===== src/rtl/arith_pkg.sv =====
// Shared arithmetic-unit definitions: FSM state encodings common to the
// multiplier and divider, plus the default operand width.
package arith_pkg;

    localparam int DEFAULT_WIDTH = 4;

    typedef enum logic [1:0] {
        IDLE  = 2'b00,
        SHIFT = 2'b01,
        SUB   = 2'b10,
        FIX   = 2'b11
    } state_t;

endpackage


===== src/rtl/booth_divider_if.sv =====
// Request/result bundle of the signed divider: operands and start in,
// quotient/remainder/status out.
interface booth_divider_if
    import arith_pkg::*;
#(
    parameter int WIDTH = DEFAULT_WIDTH
);

    logic             start;
    logic [WIDTH-1:0] dvd;
    logic [WIDTH-1:0] dvs;
    logic [WIDTH-1:0] quo;
    logic [WIDTH-1:0] rem;
    logic             busy;
    logic             done;
    logic             div_zero;
    logic             ovf;

    modport master (
        output start, dvd, dvs,
        input  quo, rem, busy, done, div_zero, ovf
    );

    modport slave (
        input  start, dvd, dvs,
        output quo, rem, busy, done, div_zero, ovf
    );

endinterface


===== src/rtl/twos_abs.sv =====
// Conditional two's-complement negate; with neg tied to the operand sign
// it yields the unsigned magnitude (most-negative maps to 2^(WIDTH-1)).
module twos_abs #(
    parameter int WIDTH = 4
) (
    input  logic [WIDTH-1:0] in_val,
    input  logic             neg,
    output logic [WIDTH-1:0] out_val
);

    assign out_val = neg ? (~in_val + 1'b1) : in_val;

endmodule


===== src/rtl/booth_divider.sv =====
// Signed restoring divider, C semantics (truncate toward zero, remainder
// follows dividend); 2*WIDTH+2 cycles per op, divide-by-zero in 2 cycles.
module booth_divider
    import arith_pkg::*;
#(
    parameter int WIDTH = DEFAULT_WIDTH
) (
    input  logic           clock,
    input  logic           reset_n,
    booth_divider_if.slave bus
);

    localparam int CW = (WIDTH > 2) ? $clog2(WIDTH) : 1;
    localparam logic [WIDTH-1:0] MOST_NEG = {1'b1, {(WIDTH-1){1'b0}}};
    localparam logic [CW-1:0]    LAST_CNT = CW'(WIDTH - 1);

    state_t           state_q, state_d;
    logic [WIDTH:0]   r_q, r_d;
    logic [WIDTH-1:0] q_q, q_d;
    logic [WIDTH-1:0] d_q, d_d;
    logic [CW-1:0]    cnt_q, cnt_d;
    logic             sgn_quo_q, sgn_quo_d;
    logic             sgn_rem_q, sgn_rem_d;
    logic             ovf_n_q, ovf_n_d;
    logic             dz_q, dz_d;
    logic [WIDTH-1:0] quo_q, quo_d;
    logic [WIDTH-1:0] rem_q, rem_d;
    logic             done_q, done_d;
    logic             div_zero_q, div_zero_d;
    logic             ovf_q, ovf_d;

    logic [WIDTH-1:0] dvd_mag;
    logic [WIDTH-1:0] dvs_mag;
    logic [WIDTH-1:0] quo_fix;
    logic [WIDTH-1:0] rem_fix;

    twos_abs #(.WIDTH(WIDTH)) u_abs_dvd (
        .in_val (bus.dvd),
        .neg    (bus.dvd[WIDTH-1]),
        .out_val(dvd_mag)
    );

    twos_abs #(.WIDTH(WIDTH)) u_abs_dvs (
        .in_val (bus.dvs),
        .neg    (bus.dvs[WIDTH-1]),
        .out_val(dvs_mag)
    );

    twos_abs #(.WIDTH(WIDTH)) u_neg_quo (
        .in_val (q_q),
        .neg    (sgn_quo_q),
        .out_val(quo_fix)
    );

    twos_abs #(.WIDTH(WIDTH)) u_neg_rem (
        .in_val (r_q[WIDTH-1:0]),
        .neg    (sgn_rem_q),
        .out_val(rem_fix)
    );

    always_comb begin
        state_d    = state_q;
        r_d        = r_q;
        q_d        = q_q;
        d_d        = d_q;
        cnt_d      = cnt_q;
        sgn_quo_d  = sgn_quo_q;
        sgn_rem_d  = sgn_rem_q;
        ovf_n_d    = ovf_n_q;
        dz_d       = dz_q;
        quo_d      = quo_q;
        rem_d      = rem_q;
        done_d     = 1'b0;
        div_zero_d = div_zero_q;
        ovf_d      = ovf_q;

        case (state_q)
            IDLE: begin
                if (bus.start) begin
                    r_d   = '0;
                    cnt_d = '0;
                    if (bus.dvs == '0) begin
                        // Q keeps the raw dividend so FIX can return it as the remainder
                        q_d       = bus.dvd;
                        dz_d      = 1'b1;
                        ovf_n_d   = 1'b0;
                        sgn_quo_d = 1'b0;
                        sgn_rem_d = 1'b0;
                        state_d   = FIX;
                    end else begin
                        q_d       = dvd_mag;
                        d_d       = dvs_mag;
                        dz_d      = 1'b0;
                        sgn_quo_d = bus.dvd[WIDTH-1] ^ bus.dvs[WIDTH-1];
                        sgn_rem_d = bus.dvd[WIDTH-1];
                        ovf_n_d   = (bus.dvd == MOST_NEG) && (bus.dvs == '1);
                        state_d   = SHIFT;
                    end
                end
            end

            SHIFT: begin
                r_d     = {r_q[WIDTH-1:0], q_q[WIDTH-1]};
                q_d     = {q_q[WIDTH-2:0], 1'b0};
                state_d = SUB;
            end

            SUB: begin
                if (r_q >= {1'b0, d_q}) begin
                    r_d = r_q - {1'b0, d_q};
                    q_d = {q_q[WIDTH-1:1], 1'b1};
                end
                cnt_d   = cnt_q + 1'b1;
                state_d = (cnt_q == LAST_CNT) ? FIX : SHIFT;
            end

            FIX: begin
                if (dz_q) begin
                    quo_d = '1;
                    rem_d = q_q;
                end else if (ovf_n_q) begin
                    quo_d = MOST_NEG;
                    rem_d = '0;
                end else begin
                    quo_d = quo_fix;
                    rem_d = rem_fix;
                end
                div_zero_d = dz_q;
                ovf_d      = ovf_n_q;
                done_d     = 1'b1;
                state_d    = IDLE;
            end

            default: state_d = IDLE;
        endcase
    end

    always_ff @(posedge clock or negedge reset_n) begin
        if (!reset_n) begin
            state_q    <= IDLE;
            r_q        <= '0;
            q_q        <= '0;
            d_q        <= '0;
            cnt_q      <= '0;
            sgn_quo_q  <= 1'b0;
            sgn_rem_q  <= 1'b0;
            ovf_n_q    <= 1'b0;
            dz_q       <= 1'b0;
            quo_q      <= '0;
            rem_q      <= '0;
            done_q     <= 1'b0;
            div_zero_q <= 1'b0;
            ovf_q      <= 1'b0;
        end else begin
            state_q    <= state_d;
            r_q        <= r_d;
            q_q        <= q_d;
            d_q        <= d_d;
            cnt_q      <= cnt_d;
            sgn_quo_q  <= sgn_quo_d;
            sgn_rem_q  <= sgn_rem_d;
            ovf_n_q    <= ovf_n_d;
            dz_q       <= dz_d;
            quo_q      <= quo_d;
            rem_q      <= rem_d;
            done_q     <= done_d;
            div_zero_q <= div_zero_d;
            ovf_q      <= ovf_d;
        end
    end

    assign bus.quo      = quo_q;
    assign bus.rem      = rem_q;
    assign bus.busy     = (state_q != IDLE);
    assign bus.done     = done_q;
    assign bus.div_zero = div_zero_q;
    assign bus.ovf      = ovf_q;

endmodule


===== src/flat_wrapper.sv =====
// flat-port wrapper written by rule: the top's interface ports become plain ports
module booth_divider_flat import arith_pkg::*;
#(
    parameter int WIDTH = DEFAULT_WIDTH
)
  (clock, reset_n, bus_start, bus_dvd, bus_dvs, bus_quo, bus_rem, bus_busy, bus_done, bus_div_zero, bus_ovf);
  booth_divider_if #(.WIDTH(WIDTH)) bus_i ();
  input  logic clock;
  input  logic reset_n;
  input wire logic [$bits(bus_i.start)-1:0] bus_start;
  input wire logic [$bits(bus_i.dvd)-1:0] bus_dvd;
  input wire logic [$bits(bus_i.dvs)-1:0] bus_dvs;
  output wire logic [$bits(bus_i.quo)-1:0] bus_quo;
  output wire logic [$bits(bus_i.rem)-1:0] bus_rem;
  output wire logic [$bits(bus_i.busy)-1:0] bus_busy;
  output wire logic [$bits(bus_i.done)-1:0] bus_done;
  output wire logic [$bits(bus_i.div_zero)-1:0] bus_div_zero;
  output wire logic [$bits(bus_i.ovf)-1:0] bus_ovf;
  assign bus_i.start = bus_start;
  assign bus_i.dvd = bus_dvd;
  assign bus_i.dvs = bus_dvs;
  assign bus_quo = bus_i.quo;
  assign bus_rem = bus_i.rem;
  assign bus_busy = bus_i.busy;
  assign bus_done = bus_i.done;
  assign bus_div_zero = bus_i.div_zero;
  assign bus_ovf = bus_i.ovf;
  booth_divider #(.WIDTH(WIDTH)) u_core (.clock(clock), .reset_n(reset_n), .bus(bus_i));
endmodule

===== config.mk =====
export PLATFORM = sky130hd
export DESIGN_NAME = booth_divider_flat
export DESIGN_NICKNAME = d
export VERILOG_FILES = /design/src/rtl/arith_pkg.sv /design/src/rtl/booth_divider_if.sv /design/src/rtl/twos_abs.sv /design/src/rtl/booth_divider.sv /design/src/flat_wrapper.sv
export SDC_FILE = /design/constraint.sdc
export NUM_CORES = 1
export LEC_CHECK = 0
export ABC_AREA = 1
export CAP_MARGIN = 20
export CORE_MARGIN = 4
export CORE_UTILIZATION = 55
export CTS_BUF_LIST = sky130_fd_sc_hd__clkbuf_16
export DETAILED_ROUTE_END_ITERATION = 12
export PLACE_DENSITY = 0.79
export SLEW_MARGIN = 20
export SYNTH_ARGS = -nofsm -noshare
export SYNTH_HDL_FRONTEND = slang
export SYNTH_SLANG_ARGS = --single-unit

===== constraint.sdc =====
create_clock -name clock -period 4.3 [get_ports clock]
set_input_delay 0.645 -clock clock [delete_from_list [all_inputs] [get_ports clock]]
set_output_delay 0.645 -clock clock [all_outputs]
set_load 0.03 [all_outputs]

==> flow_results.org <==
** Detailed routing
- First-pass DRT Iterations :: 4
- The first routing iteration left 85 violations.
- In the routed design, unresolved DRC markers number 0.
- Once detail routing completed, the nets flagged for antenna violations numbered 0.
- Across all layers, the routed design uses 1,599 vias.
- Final wirelength :: 3.95 mm
- Post-detailed-route via-to-cell ratio :: 5.06
- After detailed routing, the average wire length per cell comes to 12.5 um.

** Synth
- In the synthesized netlist the dominant register cell turns out to be sky130_fd_sc_hd__dfrtp_1.
- Post-synthesis cell type with the largest combined area :: sky130_fd_sc_hd__dfrtp_1
- In the synthesized netlist the async set-or-reset flop fraction comes to 100%.
- Top post-synthesis cells by area :: sky130_fd_sc_hd__dfrtp_1 (42%), sky130_fd_sc_hd__nand2_1 (13%), sky130_fd_sc_hd__ha_1 (9.3%), sky130_fd_sc_hd__inv_1 (7.3%), sky130_fd_sc_hd__nand3_1 (4.5%)
- Gate count of the mapped netlist :: 241
- The share of the Yosys chip area taken by registers is 42.3%.
- Post-synth top area share :: 42.3%
- The average instance in the mapped netlist occupies 7.85 sq um.
- By count the netlist is led by sky130_fd_sc_hd__nand2_1 (67), sky130_fd_sc_hd__inv_1 (37), sky130_fd_sc_hd__dfrtp_1 (32).
- Yosys printed 0 warnings.
- Yosys mapped a number of flops with a built-in enable equal to 0.
- In this run, distinct cell masters in the synthesized netlist total 27.
- Most numerous cell in the Yosys netlist :: sky130_fd_sc_hd__nand2_1
- Netlist area before placement :: 0.00189 sq mm
- Synthesis-stage register bit count :: 32
- Synthesized netlist net count :: 267

** STA
- Final period utilization :: 55.7%
- Counting I/O delays and the setup requirement, the final critical path takes 2.39 ns.
- Measured against its own limit, the worst slew margin works out to 73.1%.
- Setup repair after global routing missed its margin :: false
- Max Transition Viols Final :: 0
- Maximum clock skew at final layout :: 0.00166 ns
- Setup violations remaining at the end of the flow were counted as 0.
- For the pin with the worst max-slew slack, the measured transition is 0.404 ns.
- Achievable clock frequency :: 418 MHz
- Number of hold violations in the final report :: 0
- Total negative slack for setup checks :: 0 ns

** Min path
- Path class of the lowest-slack min-delay path :: flop to flop

** Die
- The floorplan has 21 rows.
- Initial core utilization :: 56.7%
- The floorplan step set the die height to 66.7 um.
- Ports placed on the boundary :: 23
- The die is 66.7 um wide.
- The core region is 0.00334 sq mm.
- The floorplan step defined a die boundary enclosing 0.00444 sq mm.

** Global route
- Total gr overflow :: 0
- The number of antenna violations at the first check in global routing came to 0.
- Entering global routing, the biggest net connects 33 pins.
- Vias in the first global route :: 1,530
- Wire length of the first global-routing pass :: 6.80 mm
- Total routing resource utilization after global routing :: 20.5%

** Clock tree
- Clock sink total :: 32
- Clock-pin slew was measured on the worst setup and hold paths at 0.05 ns.
- Post-cts sizing count :: 0
- Inserted Clock Buffers :: 5
- H-tree levels :: 2
- Hold-fix buffers, CTS :: 0
- For the worst-skew pair, the clock arrives at the later sink with an insertion delay of 0.27 ns.
- Setup repair bufs after CTS :: 0
- In this run the deepest clock path goes through 2 buffers.
- Root buffer selected by CTS :: sky130_fd_sc_hd__clkbuf_16
- TritonCTS built the clock tree.

** Worst setup path
- Critical path buffer and inverter count :: 3
- Data arrival time at the worst-slack endpoint :: 1.75 ns
- Most numerous cell on the critical path :: sky130_fd_sc_hd__inv_1
- WS Path Type :: flop to output pin
- Kind of cell adding the most delay to the critical path :: buffers and inverters
- STA classifies the critical path startpoint as a flop.
- Along the worst path, the maximum fanout reaches 7.
- Required time at the worst-slack endpoint :: 3.65 ns
- Cell-by-cell listing of the critical path :: inv_1 > ha_1 > inv_1 > clkdlybuf4s50_1
- For this run, the slowest stage of the critical path takes 0.66 ns.
- Nature of the critical path endpoint :: output pin
- For this design, the slowest cell found on the critical path is sky130_fd_sc_hd__clkdlybuf4s50_1.

** Place
- Port buffering added 22 buffers.
- HPWL after DPL :: 2.98 mm
- Routability-driven placement finished with a final weighted congestion of 0.840.
- Dpl cells :: 308

** Final layout
- Area growth, synth to finish :: 21.7%
- For this run, the post-layout net count is 295.
- Count of filler cells inserted in the layout :: 282
- Number of antenna repair diodes :: 0
- Final cell count without fillers :: 316
- Fraction of final layout cells sized beyond drive strength 1 :: 4.81%

** Run
- Number of maximum-capacitance constraint violations :: 0

** Pwr
- The completed layout was analyzed and its total power is 0.00181 W.
- Reported leakage power :: 1.18 nW
- Peak VDD IR :: 541 uV
- Power spread over the standard cell area amounts to 785 mW/mm^2.

** Run status
- Status :: completed
==> cells in the final DEF, fill, tap and decap left out, types with 2 or more instances in the layout <==
cell type,synthesis,routed
sky130_fd_sc_hd__clkdlybuf4s50_1,0,22
sky130_fd_sc_hd__o211ai_1,4,4
sky130_fd_sc_hd__dfrtp_1,32,32
sky130_fd_sc_hd__nand4_1,2,2
sky130_fd_sc_hd__inv_1,37,38
sky130_fd_sc_hd__nand2_1,67,67
sky130_fd_sc_hd__a22oi_1,2,2
sky130_fd_sc_hd__o221ai_1,2,2
sky130_fd_sc_hd__nand3_1,17,17
sky130_fd_sc_hd__inv_2,2,2
sky130_fd_sc_hd__nand2_2,2,2
sky130_fd_sc_hd__clkbuf_16,0,5
sky130_fd_sc_hd__o22ai_1,3,3
sky130_fd_sc_hd__xor2_1,4,4
sky130_fd_sc_hd__a21boi_1,2,2
sky130_fd_sc_hd__a21oi_1,11,11
sky130_fd_sc_hd__nor2_1,16,16
sky130_fd_sc_hd__o21ai_0,14,14
sky130_fd_sc_hd__ha_1,14,14
==> where the power goes <==
part	internal, W	switching, W
sequential	0.000434	0.0000966
combinational	0.000355	0.000591
clock	0.000210	0.000120
==> worst min-delay path: cells and delay by family (launching register included) <==
family,cells,cell delay (ns)
flip-flops,1,0.34
AND/OR/NAND/NOR,2,0.09
==> worst paths after layout <==
path                                          start             endpoint  slack [ns]  cells after the start
worst max register to register        u_core.r_q[0]        u_core.r_q[4]        2.53                     12
worst min register to register  u_core.bus.div_zero  u_core.bus.div_zero        0.47                      2
max in group asynchronous                   reset_n    u_core.bus.quo[2]        3.24                      2
worst min-delay path            u_core.bus.div_zero  u_core.bus.div_zero        0.47                      2
worst max-delay path              u_core.state_q[0]             bus_busy        1.91                      4
min in group asynchronous                   reset_n  u_core.bus.div_zero        0.76                      2
==> per-stage QoR <==
step           util [%]  hold slack [ns]  worst slack, ns  instance area (sq um)
2_1_floorplan         -            0.349             2.68                   1890
3_3_place_gp       64.8            0.453             2.22                   2160
3_5_place_dp       64.8            0.459             2.19                   2160
4_1_cts            69.0            0.472             1.90                   2300
5_1_grt            69.0            0.477             1.82                   2300
6_report           69.0            0.469             1.91                   2300
==> per-layer routing <==
metal | vias to the layer above | track usage, % | wire length [um]
li1 | 839 | - | -
met3 | 4 | 3.54 | 122
met4 | 0 | 8.63 | 31
met1 | 733 | 26.0 | 1900
met2 | 23 | 34.0 | 1900
met5 | - | 0 | 0
==> state kept, by name, summed over array words and instances, names as in the netlist <==
register / count
u_core.r_q: 5
u_core.bus.quo: 4
u_core.bus.rem: 4
u_core.d_q: 4
u_core.q_q: 4
u_core.cnt_q: 2
u_core.state_q: 2
u_core.bus.div_zero: 1
u_core.bus.done: 1
u_core.bus.ovf: 1
u_core.dz_q: 1
u_core.ovf_n_q: 1
u_core.sgn_quo_q: 1
u_core.sgn_rem_q: 1
==> logic make-up (layout without fill, tap and decap cells) <==
family / after synthesis / count (layout) / share of synthesized area, %
and+or+nand+nor: 108 / 108 / 24.1
buffers and inverters: 41 / 70 / 8.53
AOI/OAI and AO/OA: 40 / 40 / 12.4
DFF: 32 / 32 / 42.3
adders and majority gates: 15 / 15 / 10.3
xor gates and xnor gates: 5 / 5 / 2.31
==> final cells by class <==
class / instances / area (sq um) / area share, %
clock inverters: 3 / 15.0 / 0.652
repair buffers: 23 / 228 / 9.89
flip-flops and latches: 32 / 801 / 34.8
multi-input cells: 168 / 930 / 40.4
clock buffers: 5 / 125 / 5.43
inverters: 39 / 146 / 6.36
well taps: 46 / 57.6 / 2.50
No activity file was read; power rests on OpenSTA's default activity.
